<file path="config.mk">
export PLATFORM = sky130hd
export DESIGN_NAME = hazard_ctrl
export DESIGN_NICKNAME = d
export VERILOG_FILES = /design/src/rtl/hazard_pkg.sv /design/src/rtl/hazard_perf_cnt.sv /design/src/rtl/hazard_ctrl.sv
export SDC_FILE = /design/constraint.sdc
export NUM_CORES = 1
export LEC_CHECK = 0
export CAP_MARGIN = 15
export CORE_MARGIN = 4
export CORE_UTILIZATION = 53
export CTS_BUF_LIST = sky130_fd_sc_hd__clkbuf_16
export CTS_CLUSTER_DIAMETER = 30
export DETAILED_ROUTE_END_ITERATION = 8
export PLACE_DENSITY = 0.86
export SYNTH_ARGS = -nofsm -noshare
export SYNTH_HDL_FRONTEND = slang
export SYNTH_SLANG_ARGS = --single-unit
</file>
<file path="constraint.sdc">
create_clock -name clk -period 5.49 [get_ports clk]
set_clock_uncertainty 0.15 [all_clocks]
set_input_delay 1.098 -clock clk [delete_from_list [all_inputs] [get_ports clk]]
set_output_delay 1.098 -clock clk [all_outputs]
set_load 0.01 [all_outputs]
</file>
<file path="src/rtl/hazard_pkg.sv">
// Shared types and constants for the pipeline hazard controller.
//   hz_state_e : controller FSM state (RUN, MC_BUSY)
//   MC_LAT_MIN / MC_LAT_MAX : legal range for the multi-cycle EX latency
//   MC_CNT_W   : width of the multi-cycle down-counter
package hazard_pkg;

  typedef enum logic {
    RUN     = 1'b0,
    MC_BUSY = 1'b1
  } hz_state_e;

  localparam int unsigned MC_LAT_MIN = 2;
  localparam int unsigned MC_LAT_MAX = 64;
  localparam int unsigned MC_CNT_W   = 6;

endpackage

</file>
<file path="src/rtl/hazard_perf_cnt.sv">
// 32-bit saturating performance counter.
//   clk : clock
//   clr : synchronous clear, has priority over inc
//   inc : count one event this cycle
//   cnt : current count, sticks at all-ones
module hazard_perf_cnt (
  input  logic        clk,
  input  logic        clr,
  input  logic        inc,
  output logic [31:0] cnt
);

  always_ff @(posedge clk) begin
    if (clr) begin
      cnt <= 32'd0;
    end else if (inc && (cnt != 32'hFFFF_FFFF)) begin
      cnt <= cnt + 32'd1;
    end
  end

endmodule

</file>
<file path="src/rtl/hazard_ctrl.sv">
// Pipeline hazard controller: produces PC / pipeline-register enables and
// flushes from memory wait, multi-cycle EX ops, EX redirects and load-use
// hazards, and counts stall and flush cycles.
//   clk, rst                       : clock, synchronous active-high reset
//   id_rs1/id_rs2, id_use_rs1/2    : ID source registers and their use flags
//   ex_rd, ex_reg_write, ex_mem_read : EX destination and instruction type
//   ex_redirect, ex_mc_start       : EX taken branch/jump; EX holds multi-cycle op
//   mem_req, mem_ready             : MEM data access and its completion
//   *_en, *_flush                  : register enables / bubble inserts
//   stall_cnt, flush_cnt           : saturating performance counters
module hazard_ctrl
  import hazard_pkg::*;
#(
  parameter int unsigned MC_LAT = 32,
  parameter int unsigned RA_W   = 5
) (
  input  logic            clk,
  input  logic            rst,
  input  logic [RA_W-1:0] id_rs1,
  input  logic [RA_W-1:0] id_rs2,
  input  logic            id_use_rs1,
  input  logic            id_use_rs2,
  input  logic [RA_W-1:0] ex_rd,
  input  logic            ex_reg_write,
  input  logic            ex_mem_read,
  input  logic            ex_redirect,
  input  logic            ex_mc_start,
  input  logic            mem_req,
  input  logic            mem_ready,
  output logic            pc_en,
  output logic            ifid_en,
  output logic            idex_en,
  output logic            exmem_en,
  output logic            memwb_en,
  output logic            ifid_flush,
  output logic            idex_flush,
  output logic            exmem_flush,
  output logic            memwb_flush,
  output logic [31:0]     stall_cnt,
  output logic [31:0]     flush_cnt
);

  if ((MC_LAT < MC_LAT_MIN) || (MC_LAT > MC_LAT_MAX)) begin : g_bad_mc_lat
    $error("hazard_ctrl: MC_LAT out of range");
  end

  // First multi-cycle stall happens in RUN, the last EX cycle is the mc_cnt==0
  // cycle in MC_BUSY, so MC_LAT-2 decrements fill the remainder.
  localparam logic [MC_CNT_W-1:0] McLoad = MC_CNT_W'(MC_LAT - 2);

  hz_state_e             state_q, state_d;
  logic [MC_CNT_W-1:0]   mc_cnt_q, mc_cnt_d;

  logic mem_wait;
  logic mc_stall;
  logic load_use;
  logic redirect_apply;

  assign mem_wait = mem_req & ~mem_ready;
  assign mc_stall = (state_q == RUN) ? ex_mc_start : (mc_cnt_q != '0);
  assign load_use = ex_mem_read & ex_reg_write & (ex_rd != '0) &
                    ((id_use_rs1 & (id_rs1 == ex_rd)) | (id_use_rs2 & (id_rs2 == ex_rd)));

  always_ff @(posedge clk) begin
    if (rst) begin
      state_q  <= RUN;
      mc_cnt_q <= '0;
    end else begin
      state_q  <= state_d;
      mc_cnt_q <= mc_cnt_d;
    end
  end

  always_comb begin
    state_d        = state_q;
    mc_cnt_d       = mc_cnt_q;
    redirect_apply = 1'b0;
    pc_en          = 1'b1;
    ifid_en        = 1'b1;
    idex_en        = 1'b1;
    exmem_en       = 1'b1;
    memwb_en       = 1'b1;
    ifid_flush     = 1'b0;
    idex_flush     = 1'b0;
    exmem_flush    = 1'b0;
    memwb_flush    = 1'b0;

    if (rst) begin
      pc_en       = 1'b0;
      ifid_en     = 1'b0;
      idex_en     = 1'b0;
      exmem_en    = 1'b0;
      memwb_en    = 1'b0;
      ifid_flush  = 1'b1;
      idex_flush  = 1'b1;
      exmem_flush = 1'b1;
      memwb_flush = 1'b1;
    end else if (mem_wait) begin
      // Everything up to MEM freezes; a pending ex_redirect stays in EX and
      // is applied once the access completes.
      pc_en       = 1'b0;
      ifid_en     = 1'b0;
      idex_en     = 1'b0;
      exmem_en    = 1'b0;
      memwb_flush = 1'b1;
    end else if (mc_stall) begin
      pc_en       = 1'b0;
      ifid_en     = 1'b0;
      idex_en     = 1'b0;
      exmem_flush = 1'b1;
      if (state_q == RUN) begin
        mc_cnt_d = McLoad;
        state_d  = MC_BUSY;
      end else begin
        mc_cnt_d = mc_cnt_q - MC_CNT_W'(1);
      end
    end else begin
      // In MC_BUSY reaching here means mc_cnt==0: the result moves on now.
      if (state_q == MC_BUSY) begin
        state_d = RUN;
      end
      if (ex_redirect) begin
        // ID holds a wrong-path instruction, so any load-use there is moot.
        redirect_apply = 1'b1;
        ifid_flush     = 1'b1;
        idex_flush     = 1'b1;
      end else if (load_use) begin
        pc_en      = 1'b0;
        ifid_en    = 1'b0;
        idex_flush = 1'b1;
      end
    end
  end

  hazard_perf_cnt u_stall_cnt (
    .clk (clk),
    .clr (rst),
    .inc (~pc_en),
    .cnt (stall_cnt)
  );

  hazard_perf_cnt u_flush_cnt (
    .clk (clk),
    .clr (rst),
    .inc (redirect_apply),
    .cnt (flush_cnt)
  );

endmodule

</file>
---- Word-level counts from Yosys, hierarchy flattened ----
Cells that the tools add are included.
word-level totals
  register bits ........................... 71
  output and inout bits ................... 73
  word-level logic and storage cells ...... 54
operators by class
  $add $sub $neg .......................... 3
  equal/unequal tests ..................... 4
  multiplexer cells ....................... 28
  bitwise gates (word level) .............. 10
  reductions and logical operators ........ 5
operators by type and width
  operator                 count
  $add A32 B1 Y32 const B  2
  $ne A32 B32 Y1 const B   2
  $mux W1                  27
  $eq A5 B5 Y1             2
  $and A1 B1 Y1            6
  $mux W6                  1
  $reduce_bool A6 Y1       1
  $sub A6 B1 Y6 const B    1
  $reduce_bool A5 Y1       1
  $not A1 Y1               3
  $logic_and A1 B1 Y1      2
  $reduce_and A2 Y1        1
  $or A1 B1 Y1             1

---- Depth between registers and ports, before layout ----
  depth in word-level cells ............... 11
  gate-level depth with buffers ........... 10

---- Cells and area by module ----
A second synthesis with hierarchy kept.
unflattened totals
  cell total of the unflattened synthesis .. 472
  area, all modules ....................... 3956.3 um^2
modules (own cells, without submodules)
  module           times used  cells each  area an instance (um^2)  sequential area each (um^2)
  hazard_perf_cnt  2           199         1674.1                   640.6
  hazard_ctrl      1           74          608.1                    140.1

---- Worst setup path before layout ----
No wires, ideal clock.
  path kind ............................... input port to output port
  from .................................... input mem_req
  to ...................................... output pc_en
  arrival time ............................ 2612 ps
  required time ........................... 4242 ps
  path slack .............................. 1630 ps
  stages .................................. 8
  cells stage by stage .................... nor2b_1 or2_2 inv_1 nand2_1 a31oi_2 buf_2 buf_2 buf_4
on the way
  word-level cells in the longest chain between the ends .. 3
RTL lines
  item                  line               RTL
  from (decl)           hazard_ctrl.sv:28  input logic mem_req,
  $and A1 B1 Y1         hazard_ctrl.sv:59  assign mem_wait = mem_req & ~mem_ready;
  $mux W1 (2 in a row)  --
  to (decl)             hazard_ctrl.sv:30  output logic pc_en,
No other way between the ends.

---- Worst setup path in the final report ----
  from .................................... input ex_rd[0]
  to ...................................... output pc_en
on the way
  word-level cells in the longest chain between the ends .. 9
  elaborated cells between the ends (all ways) .. 13
  those cells by class .................... eq/ne (2); mux (5); bitwise (5); reduce/logical (1)
RTL lines
  item               line                RTL
  from (decl)        hazard_ctrl.sv:23   input logic [RA_W-1:0] ex_rd,
  $eq A5 B5 Y1       hazard_ctrl.sv:62   ((id_use_rs1 & (id_rs1 == ex_rd)) | (id_use_rs2 & (id_rs2 == ex_rd)));
  $and A1 B1 Y1      hazard_ctrl.sv:62
  $or A1 B1 Y1       hazard_ctrl.sv:62
  $and A1 B1 Y1 (*)  hazard_ctrl.sv:61   assign load_use = ex_mem_read & ex_reg_write & (ex_rd != '0) &
  $mux W1 (*)        hazard_ctrl.sv:127  end else if (load_use) begin
  $mux W1 (*)        hazard_ctrl.sv:122  if (ex_redirect) begin
  $mux W1 (*)        hazard_ctrl.sv:106  end else if (mc_stall) begin
  $mux W1 (*)        hazard_ctrl.sv:98   end else if (mem_wait) begin
  $mux W1 (*)        hazard_ctrl.sv:88   if (rst) begin
Every way passes the cells marked *; elsewhere a longest branch is shown, timed or not.

==> metrics.csv <==
stage,metric,value,unit
cts,tritoncts,built,
timing,finalHoldViolCount,0,
hold_path,hold_depth,2,
global_route,antenna_found_initial,0,
cts,cts-resized-gates,0,
global_route,grt_max_degree,69,
global_route,grt_usage,24.3,%
route,vias_per_cell,6.03,
run_status,outcome,completed,
critical_path,path_buf_inv,2,
route,route.detailed.drc,0,
critical_path,cpMostUsedCell,clkdlybuf4s50_1,
critical_path,path_max_fanout,18,
cts,htree_num_levels,3,
critical_path,criticalPathCategory,in2out,
cells_and_area,drive_gt1_share,5.98,%
power,power.density,230,mW/mm^2
timing,setup_tns,0,ps
global_route,grt_pass1_vias,3638,
synth,synthFlopType,dfxtp_1,
synth,synth.cell_area,0.00376,mm^2
critical_path,endpoint,pc_en,
critical_path,slowest_stage,clkdlybuf4s50_1,
placement,gp_congestion,0.873,
route,vias,3908,
route,routed_wl,10300,um
timing,rsz0062_at_grt,false,
critical_path,critPathLaunch,ex_rd[0],
global_route,overflow,0,
synth,ys_types,51,
cts,root_buffer,clkbuf_16,
critical_path,rr_worst_depth,7,
cts,cts_setup_buffers,0,
critical_path,r2r_slack,2370,ps
critical_path,r2r_end,u_stall_cnt.cnt[8],
route,post_drt_wl_per_cell,15.9,um
timing,final-setup-viol-count,0,
floorplanning,core_area,0.00683,mm^2
cts,cts_made_buffers,9,
cells_and_area,diodes,0,
critical_path,slowest_delay,630,ps
run,cap_violations,0,
floorplanning,die_w,92.3,um
cells_and_area,layout_common_cells,"clkdlybuf4s50_1 (96), dfxtp_1 (71), nor2_1 (48)",
synth,yosysWarnings,0,
synth,synthesis.instances,459,
critical_path,arrival,3380,ps
power,vdd_ir_drop_max,0.206,mV
cts,clk_latency,330,ps
cells_and_area,fillers,536,
route,ant_nets,0,
timing,tightestPinTransition,1020,ps
critical_path,critPathTopFamily,buffers and inverters,
critical_path,cp_cell_sequence,"clkdlybuf4s50_1, or3_1, o311a_1, a31oi_4, clkdlybuf4s50_1",
route,drt_iter0_markers,259,
power,leakage,0.00160,uW
synth,ys_seq_area_share,37.8,%
cts,clock_sinks,71,
global_route,grt_pass1_wl,16800,um
placement,dp_hpwl,7330,um
critical_path,cp-end-kind,output pin,
floorplanning,fp.dieH,92.3,um
timing,whs,346,ps
critical_path,r2r-start,u_stall_cnt.cnt[0],
timing,clock.fmax,216,MHz
timing,maxSlewViolCount,0,
hold_path,hold_path.class,reg2reg,
cts,cts_max_path_buffers,2,
synth,avgSynthCellArea,8.20,um^2
cells_and_area,fin_nets,576,
cts,clk_pin_slew,60,ps
synth,synth-seq-cells,71,
floorplanning,dieArea,0.00851,mm^2
timing,post-route-period-util,84.3,%
cells_and_area,final_common_cell,clkdlybuf4s50_1,
floorplanning,num_rows,30,
critical_path,worstSetupPathDepth,5,
route,dr.pass1.iters,5,
synth,synthArstFlopShare,0,%
placement,numPortBuffers,97,
synth,syn_nets,488,
cells_and_area,area_growth,33.6,%
synth,synth-edff-count,0,
cts,cts_hold_buffers,0,
critical_path,start_kind,input pin,
cells_and_area,final_util,73.6,%
critical_path,required,4240,ps
floorplanning,io_pins,98,
timing,relSlewSlack,31.6,%
timing,period_minus_slack,4630,ps
floorplanning,initial_utilization,55.1,%
[final cells by class]
type | instances | area (um^2) | area share, %
multi-input cells | 354 | 2200 | 43.8
flip-flops and latches | 71 | 1420 | 28.3
repair buffers | 99 | 981 | 19.5
clock buffers | 9 | 225 | 4.48
well taps | 96 | 120 | 2.39
inverters | 12 | 45.0 | 0.896
clock inverters | 7 | 33.8 | 0.672
[worst min path at each step]
stage / startpoint / to / slack, ps
floorplan: mc_cnt_q[5] / mc_cnt_q[5] / 330
global placement: u_stall_cnt.cnt[17] / u_stall_cnt.cnt[17] / 330
detailed placement: u_stall_cnt.cnt[17] / u_stall_cnt.cnt[17] / 340
CTS: u_stall_cnt.cnt[17] / u_stall_cnt.cnt[17] / 350
global route: u_stall_cnt.cnt[13] / u_stall_cnt.cnt[13] / 380
finish: u_stall_cnt.cnt[17] / u_stall_cnt.cnt[17] / 350
[cells by family after synthesis]
family                   count (synthesis)  synth area share, %
flip-flops                              71                 37.8
AO/OA/AOI/OAI                           86                 13.9
multiplexers                             4                 1.20
buffers and inverters                   34                 3.96
XOR/XNOR                                38                 8.84
adder cells (fa/ha/maj)                  4                 1.33
AND/OR/NAND/NOR                        222                 33.0
[worst reg2reg max path, delay by kind of cell (launching register included)]
kind | cells | cell delay, ps
multiplexers | 1 | 320
flip-flops | 1 | 430
AND/OR/NAND/NOR | 5 | 1880
adder cells (fa/ha/maj) | 1 | 230
[routing by layer]
metal | part of all wire (%) | track usage (%)
met5 | 0 | 0
met4 | 2.5 | 10.1
met3 | 6.7 | 6.97
met2 | 51 | 42.0
met1 | 39 | 28.0
[flip-flops by register name (all words and copies together) (netlist names)]
name             count
u_flush_cnt.cnt     32
u_stall_cnt.cnt     32
mc_cnt_q             6
state_q              1
[stage by stage]
stage          std cells  area, um^2  total power (uW)  worst slack, ps
5_1_grt              648        5030              1190              784
6_report             648        5030              1160              860
3_5_place_dp         632        4770               655              865
2_1_floorplan        459        3760               605             1630
3_3_place_gp         632        4770               648              909
4_1_cts              648        5030              1160              863
[Yosys cell counts, types with 12 or more instances]
library cell | instances | area, um^2
clkbuf_1 | 12 | 45.0
or3_1 | 16 | 100
inv_1 | 12 | 45.0
a21oi_1 | 33 | 165
nand2_1 | 29 | 109
nand3_1 | 27 | 135
nor2_1 | 48 | 180
o31ai_1 | 12 | 90.1
o21ai_0 | 26 | 130
xnor2_1 | 31 | 272
nor4_1 | 17 | 106
dfxtp_1 | 71 | 1420
nand4_1 | 20 | 125
nor3_1 | 15 | 75.1
[power by group]
part	internal (uW)	switching, uW
sequential	524	11.0
combinational	51.1	58.4
clock	298	214
total	873	283
(Power assumes the default switching activity.)
